--- config.mk ---
export PLATFORM = sky130hd
export DESIGN_NAME = dma_rd_ar_arbiter
export DESIGN_NICKNAME = d
export VERILOG_FILES = /design/src/rtl/dma_rd_ar_arbiter.sv
export SDC_FILE = /design/constraint.sdc
export NUM_CORES = 1
export LEC_CHECK = 0
export ABC_AREA = 1
export ABC_CLOCK_PERIOD_IN_PS = 3800
export BUFFER_PORTS_ARGS = -buffer_cell sky130_fd_sc_hd__buf_2
export CORE_AREA = 2 2 500 502
export CTS_BUF_LIST = sky130_fd_sc_hd__clkbuf_8
export DETAILED_ROUTE_END_ITERATION = 10
export DIE_AREA = 0 0 502 504
export SYNTH_ARGS = -nofsm -noshare
export SYNTH_HDL_FRONTEND = slang
export SYNTH_SLANG_ARGS = --single-unit
--- constraint.sdc ---
create_clock -name clk -period 3.8 [get_ports clk]
set_input_delay 0.57 -clock clk [delete_from_list [all_inputs] [get_ports clk]]
set_output_delay 0.57 -clock clk [all_outputs]
set_load 0.02 [all_outputs]
--- src/rtl/dma_rd_ar_arbiter.sv ---
// Round-robin arbiter sharing one AXI read channel between two requesters, tagging ARID by index.
// Optional perf counters are enabled with the DMA_AR_ARB_PERF_EN macro.
module dma_rd_ar_arbiter #(
  parameter int unsigned ADDR_W  = 64,
  parameter int unsigned LEN_W   = 8,
  parameter int unsigned DATA_W  = 512,
  parameter int unsigned MAX_OUT = 4,
  localparam int unsigned CNT_W  = $clog2(MAX_OUT + 1)
) (
  input  logic              clk,
  input  logic              reset_n,
  input  logic              req0_arvalid,
  output logic              req0_arready,
  input  logic [ADDR_W-1:0] req0_araddr,
  input  logic [LEN_W-1:0]  req0_arlen,
  input  logic              req1_arvalid,
  output logic              req1_arready,
  input  logic [ADDR_W-1:0] req1_araddr,
  input  logic [LEN_W-1:0]  req1_arlen,
  output logic              m_arvalid,
  input  logic              m_arready,
  output logic [ADDR_W-1:0] m_araddr,
  output logic [LEN_W-1:0]  m_arlen,
  output logic              m_arid,
  input  logic              m_rvalid,
  output logic              m_rready,
  input  logic              m_rid,
  input  logic              m_rlast,
  input  logic [DATA_W-1:0] m_rdata,
  output logic              rsp0_rvalid,
  input  logic              rsp0_rready,
  output logic              rsp1_rvalid,
  input  logic              rsp1_rready,
  output logic [DATA_W-1:0] rsp_rdata,
  output logic              rsp_rlast,
  output logic [CNT_W-1:0]  outstanding0,
  output logic [CNT_W-1:0]  outstanding1,
  output logic              protocol_err
`ifdef DMA_AR_ARB_PERF_EN
  ,
  output logic [31:0]       grant_cnt0,
  output logic [31:0]       grant_cnt1,
  output logic [31:0]       rr_stall_cnt
`endif
);

  localparam logic [CNT_W-1:0] MaxOut = CNT_W'(MAX_OUT);

  typedef enum logic [0:0] {StIdle, StIssue} state_e;

  state_e              state_q, state_d;
  logic                rr_q, rr_d;
  logic                arvalid_q, arvalid_d;
  logic [ADDR_W-1:0]   araddr_q, araddr_d;
  logic [LEN_W-1:0]    arlen_q, arlen_d;
  logic                arid_q, arid_d;
  logic [CNT_W-1:0]    out0_q, out0_d, out1_q, out1_d;
  logic                err_q, err_d;
  logic                elig0, elig1, gnt, ar_hs, rlast_hs;
  logic                inc0, inc1, dec0, dec1;

  // Simultaneous issue and completion on one requester cancel; underflow saturates at zero.
  function automatic logic [CNT_W-1:0] cnt_next(logic [CNT_W-1:0] cnt, logic inc, logic dec);
    logic [CNT_W-1:0] nxt;
    nxt = cnt;
    if (inc && !dec) begin
      nxt = cnt + CNT_W'(1);
    end else if (dec && !inc && (cnt != '0)) begin
      nxt = cnt - CNT_W'(1);
    end
    return nxt;
  endfunction

  always_comb begin
    elig0 = req0_arvalid & (out0_q < MaxOut);
    elig1 = req1_arvalid & (out1_q < MaxOut);
    if (rr_q) begin
      gnt = elig1;
    end else begin
      gnt = ~elig0;
    end
  end

  always_comb begin
    state_d      = state_q;
    rr_d         = rr_q;
    arvalid_d    = arvalid_q;
    araddr_d     = araddr_q;
    arlen_d      = arlen_q;
    arid_d       = arid_q;
    req0_arready = 1'b0;
    req1_arready = 1'b0;
    ar_hs        = 1'b0;
    unique case (state_q)
      StIdle: begin
        if (elig0 || elig1) begin
          state_d      = StIssue;
          arvalid_d    = 1'b1;
          arid_d       = gnt;
          araddr_d     = gnt ? req1_araddr : req0_araddr;
          arlen_d      = gnt ? req1_arlen : req0_arlen;
          req0_arready = ~gnt;
          req1_arready = gnt;
        end
      end
      StIssue: begin
        if (arvalid_q && m_arready) begin
          ar_hs     = 1'b1;
          arvalid_d = 1'b0;
          rr_d      = ~arid_q;
          state_d   = StIdle;
        end
      end
      default: state_d = StIdle;
    endcase
  end

  always_comb begin
    rsp0_rvalid = m_rvalid & ~m_rid;
    rsp1_rvalid = m_rvalid & m_rid;
    m_rready    = m_rid ? rsp1_rready : rsp0_rready;
    rsp_rdata   = m_rdata;
    rsp_rlast   = m_rlast;
    rlast_hs    = m_rvalid & m_rready & m_rlast;
    inc0        = ar_hs & ~arid_q;
    inc1        = ar_hs & arid_q;
    dec0        = rlast_hs & ~m_rid;
    dec1        = rlast_hs & m_rid;
    out0_d      = cnt_next(out0_q, inc0, dec0);
    out1_d      = cnt_next(out1_q, inc1, dec1);
    err_d       = err_q | (dec0 & ~inc0 & (out0_q == '0)) | (dec1 & ~inc1 & (out1_q == '0));
  end

  always_ff @(posedge clk) begin
    if (!reset_n) begin
      state_q   <= StIdle;
      rr_q      <= 1'b0;
      arvalid_q <= 1'b0;
      araddr_q  <= '0;
      arlen_q   <= '0;
      arid_q    <= 1'b0;
      out0_q    <= '0;
      out1_q    <= '0;
      err_q     <= 1'b0;
    end else begin
      state_q   <= state_d;
      rr_q      <= rr_d;
      arvalid_q <= arvalid_d;
      araddr_q  <= araddr_d;
      arlen_q   <= arlen_d;
      arid_q    <= arid_d;
      out0_q    <= out0_d;
      out1_q    <= out1_d;
      err_q     <= err_d;
    end
  end

  assign m_arvalid    = arvalid_q;
  assign m_araddr     = araddr_q;
  assign m_arlen      = arlen_q;
  assign m_arid       = arid_q;
  assign outstanding0 = out0_q;
  assign outstanding1 = out1_q;
  assign protocol_err = err_q;

`ifdef DMA_AR_ARB_PERF_EN
  logic [31:0] gcnt0_q, gcnt1_q, stall_q;

  always_ff @(posedge clk) begin
    if (!reset_n) begin
      gcnt0_q <= '0;
      gcnt1_q <= '0;
      stall_q <= '0;
    end else begin
      if (inc0) gcnt0_q <= gcnt0_q + 32'd1;
      if (inc1) gcnt1_q <= gcnt1_q + 32'd1;
      if (arvalid_q && !m_arready) stall_q <= stall_q + 32'd1;
    end
  end

  assign grant_cnt0   = gcnt0_q;
  assign grant_cnt1   = gcnt1_q;
  assign rr_stall_cnt = stall_q;
`endif

endmodule
# Yosys cells after proc, flatten, opt, wreduce, memory -nomap -nowiden
# Cells that the tools add are included.
# word_totals
regBits	83
input_bits	666
output_inout_bits	599
word_cells	81
# op_classes
add_sub_neg	4
magnitude_cmp	2
n_eq_ne	2
n_mux	20
bitwise_logic	23
reduce_logical	21
# op_table
op	n
$mux W64	1
$and A1 B1 Y1	14
$mux W1	12
$mux W3	4
$mux W8	1
$logic_and A1 B1 Y1	7
$not A1 Y1	7
$add A3 B1 Y3 const B	2
$logic_not A3 Y1	2
$lt A3 B3 Y1 const B	2
$reduce_and A2 Y1	3
$reduce_bool A3 Y1	2
$sub A3 B1 Y3 const B	2
$logic_not A1 Y1	4
$pmux W1 S2	2
$reduce_bool A2 Y1	2
$ne A2 B1 Y1 const B	1
$ne A2 B2 Y1 const B	1
$or A1 B1 Y1	2
$logic_or A1 B1 Y1	1

# Longest topological paths before layout
# logic_depth
ltp_word	9
ltp_mapped	11
mapped_depth_nobuf	11

# Worst setup path after synthesis
# OpenSTA, ideal clock, no wires.
# synth_timing
path_type	input port to output port
from	input req1_arvalid
to	output req1_arready
arrival_time_ps	1350
required_time_ps	3230
slack_ps	1880
cell_stages	4
path_cell_list	nand3_2 -> buf_6 -> buf_6 -> a21oi_1
# synth_via
elab_chain_len	4
elab_cells_between_ends	5
# synth_rtl
item	line_no	source
start, declared	16	input logic req1_arvalid,
$and A1 B1 Y1 (*)	76	elig1 = req1_arvalid & (out1_q < MaxOut);
$mux W1 or $logic_or A1 B1 Y1 (tied branches)	77, 96	
$mux W1 (*)	96	if (elig0 || elig1) begin
$mux W1 (*)	94	unique case (state_q)
end, declared	17	output logic req1_arready,
# Every way passes the cells marked *; elsewhere a longest branch is shown, timed or not.

# Worst setup path after layout
# layout_timing
from	register rr_q
to	output req0_arready
# layout_via
elab_chain_len	4
# layout_rtl
item	line_no	source
start, declared	52	logic rr_q, rr_d;
start signal, assigned	147	rr_q <= rr_d;
$mux W1	77	if (rr_q) begin
$not A1 Y1	102	req0_arready = ~gnt;
$mux W1	96	
$mux W1	94	
end, declared	13	output logic req0_arready,
# Every way passes these cells.

==> impl_metrics.py <==
metrics = {
    "worst_setup_path": {
        "cpMostUsedCell": "nand2_8",
        "startpoint_type": "flip-flop",
        "slowest_delay_ns": 0.73,
        "path_delay_family": "simple AND/OR/NAND/NOR gates",
        "cp_max_fo": 46,
        "cpMaxStageDelayCell": "dfxtp_1",
        "critical_path_depth": 5,
        "cp-end-kind": "primary output",
        "required_ns": 3.23,
        "reg2reg_depth": 8,
        "worstPathCellList": "inv_2 > nand2_8 > nand2_8 > nor2_1 > buf_2",
        "ff2ff_setup_slack_ns": 0.92,
        "crit_type": "flip-flop to primary output",
        "arrival_ns": 2.76,
        "cp_num_buf_inv": 2,
    },
    "logic_synthesis": {
        "synth_top_area_frac": 0.441,
        "synth_top_family_by_area": "buffers and inverters",
        "netlist_instances": 1166,
        "synth-compound-area-share": 0.0768,
        "ys_types": 25,
        "muxShareOfSynthArea": 0,
        "synthAdderAreaFrac": 0.00452,
        "syn_nets": 1834,
        "synth_seq_area_share": 0.188,
        "synth-xor-area-share": 0,
        "synth_top_area_cell": "buf_4",
        "synth-simple-area-share": 0.233,
        "syn_area_per_cell_sq_um": 7.60,
        "synthesis.area_sq_um": 8860,
        "ys_ff_latch": 83,
        "synth_area_leaders": "buf_4 (44%), dfxtp_1 (19%), nand2_1 (13%)",
        "yosysWarnings": 0,
    },
    "cts": {
        "numCtsBuffers": 9,
        "path_clk_slew_ns": 0.17,
        "cts_tree": "built",
        "root_buffer": "clkbuf_8",
        "clkLatencyLatePin_ns": 0.52,
        "cts_max_level": 3,
        "cts_sinks": 83,
        "clockBufferDepth": 2,
        "post_cts_buffers": 0,
    },
    "routing": {
        "ant_nets": 0,
        "post-route-drc-count": 0,
        "routed_wl_microns": 192000,
        "dr.pass1.iters": 4,
        "avgRoutedWirePerCell_microns": 45.7,
        "drt_iter0_drc": 299,
        "vias": 6302,
        "via_per_inst": 1.50,
    },
    "grt": {
        "grt_use_met1": 0.0587,
        "gr-total-overflow": 0,
        "antenna_found_initial": 21,
        "grtUsageMet2": 0.213,
        "grt_pass1_vias": 5953,
        "use_met3": 0.292,
        "grt_max_degree": 48,
        "busiest_layer": "met3",
        "globalRouteTotalUtil": 0.147,
        "grt_pass1_wl_microns": 206000,
    },
    "floorplan": {
        "core_sq_um": 248000,
        "rows": 183,
        "pin_count": 1265,
        "die_y_microns": 504,
        "die_width_microns": 502,
        "design.die.area_sq_um": 253000,
        "initial_core_util": 0.0358,
    },
    "final_layout": {
        "fill_cells": 29600,
        "seq_area_sq_um": 1660,
        "areaGrowthSynthToFinish_pct": 15.2,
        "multiInputGateArea_sq_um": 2810,
        "drive_gt1_frac": 0.479,
        "finalNetCount": 1534,
    },
    "sta": {
        "slew_viol_final": 0,
        "worst_pin_slew_ns": 0.792,
        "finalSetupTns_ns": 0,
        "fin_worst_skew_ns": 0.0481,
        "setup_viol": 0,
        "rsz0062_at_grt": "no",
        "post-route-period-util": 0.876,
        "timing.fmax_mhz": 300,
        "worst_slew_margin_rel": 0.472,
        "period_minus_slack_ns": 3.33,
        "hold_viol": 0,
        "holdWs_ns": 0.361,
    },
    "power_and_ir_drop": {
        "p_sw_frac": 0.475,
        "vdd_ir_drop_max_mv": 0.116,
        "p_int_mw": 1.42,
        "p_sw_mw": 1.28,
        "power.leakage_nw": 3.16,
        "p_clk_frac": 0.295,
        "comb_power_share": 0.326,
        "report.power.total_mw": 2.70,
        "seqPwrFrac": 0.380,
        "pwr_density_cell_nw_per_um2": 264,
    },
    "place": {
        "port_buffers": 240,
        "hpwl_microns": 185000,
        "globalplace.congestion": 0.866,
    },
    "worst_hold_path": {
        "hold_path.class": "input pin to flip-flop",
        "worstHoldPathCells": 5,
    },
    "status": {
        "status": "finished clean",
    },
    "flow_run": {
        "cap_violations": 0,
    },
}
==> synth_stat cells <==
cell type and instances:
buf_4 521, nand2_1 306, dfxtp_1 83, nand3_2 70, a21oi_2 69, inv_1 18
buf_2 16, nor2_1 15, buf_6 13, nand3_1 12, a21oi_1 8, buf_12 8
nand2_4 4, nand4_1 4, inv_2 3, nor2_2 3, o21ai_0 3, buf_8 2
fa_1 2, a211oi_1 1, inv_4 1, nand2_2 1, nor3_1 1, o21bai_1 1
o22ai_1 1
==> tightest hold or removal path, cell delays in order <==
cell and delay [ns]:
buf_2 0.09, nand2_1 0.05, nand2_1 0.04, nand2_1 0.06, a21oi_2 0.04
==> power by group through the flow <==
| stage | registers, mW | logic, mW | clock network [mW] |
|---|---|---|---|
| global placement | 1.05 | 0.930 | 0 |
| global route | 1.04 | 0.961 | 0.915 |
| detailed placement | 1.05 | 0.926 | 0 |
| finish | 1.02 | 0.879 | 0.795 |
| CTS | 1.03 | 0.929 | 0.913 |
| floorplan | 1.08 | 1.18 | 0 |
==> layer usage <==
metal	wire [microns]	part of all wire
met5	27	0.00014
met1	26900	0.14
met4	5040	0.026
met2	78300	0.41
met3	81900	0.43
==> state kept, by name (all words and copies together), names as in the netlist, 3 cells and up <==
name	count
outstanding1	3
m_arlen	8
outstanding0	3
m_araddr	64
==> area by class of cell <==
type / instances / share of cell area
flip-flops and latches: 83 / 0.163
repair buffers: 249 / 0.126
inverters: 22 / 0.00883
multi-input cells: 501 / 0.276
diodes: 7 / 0.00172
clock buffers: 9 / 0.0121
clock inverters: 7 / 0.00515
well taps: 3330 / 0.408
==> repair_timing <==
action,4_1_cts,5_1_grt
setup endpoints to repair,0,1
gates resized for setup,0,1
endpoints found under the hold margin,0,0
hold buffers,0,0
==> path summary, 6_finish.rpt <==
check             startpoint            to
min reg2reg     m_araddr[15]  m_araddr[15]
min          req1_araddr[56]  m_araddr[56]
max reg2reg  outstanding1[2]  m_araddr[31]
max                     rr_q  req0_arready
==> through the flow <==
stage | worst slack (ns) | std cells | instance area [sq um] | utilization
finish | 0.469 | 4208 | 10200 | 0.0412
global route | 0.189 | 4202 | 10200 | 0.0412
CTS | 0.0347 | 4201 | 10200 | 0.0411
detailed placement | 0.631 | 4185 | 10000 | 0.0404
global placement | 0.642 | 4185 | 10000 | 0.0404
floorplan | 1.88 | 1166 | 8860 | -
==> layout by cell type, fill, tap and decap left out, types with 8 or more instances in the layout <==
cell	count
buf_4	8
nand3_2	69
inv_1	17
dfxtp_1	83
nor2_1	15
a21oi_1	8
nand2_1	306
clkbuf_8	9
a21oi_2	69
buf_2	240
nand3_1	12
==> cell families (layout without fill, tap and decap cells) <==
kind of cell,count (synthesis),count (layout)
buffers and inverters,582,287
DFF,83,83
adders and majority gates,2,2
other,0,7
and+or+nand+nor,416,416
AOI/OAI and AO/OA,83,83
(Power assumes the default switching activity.)
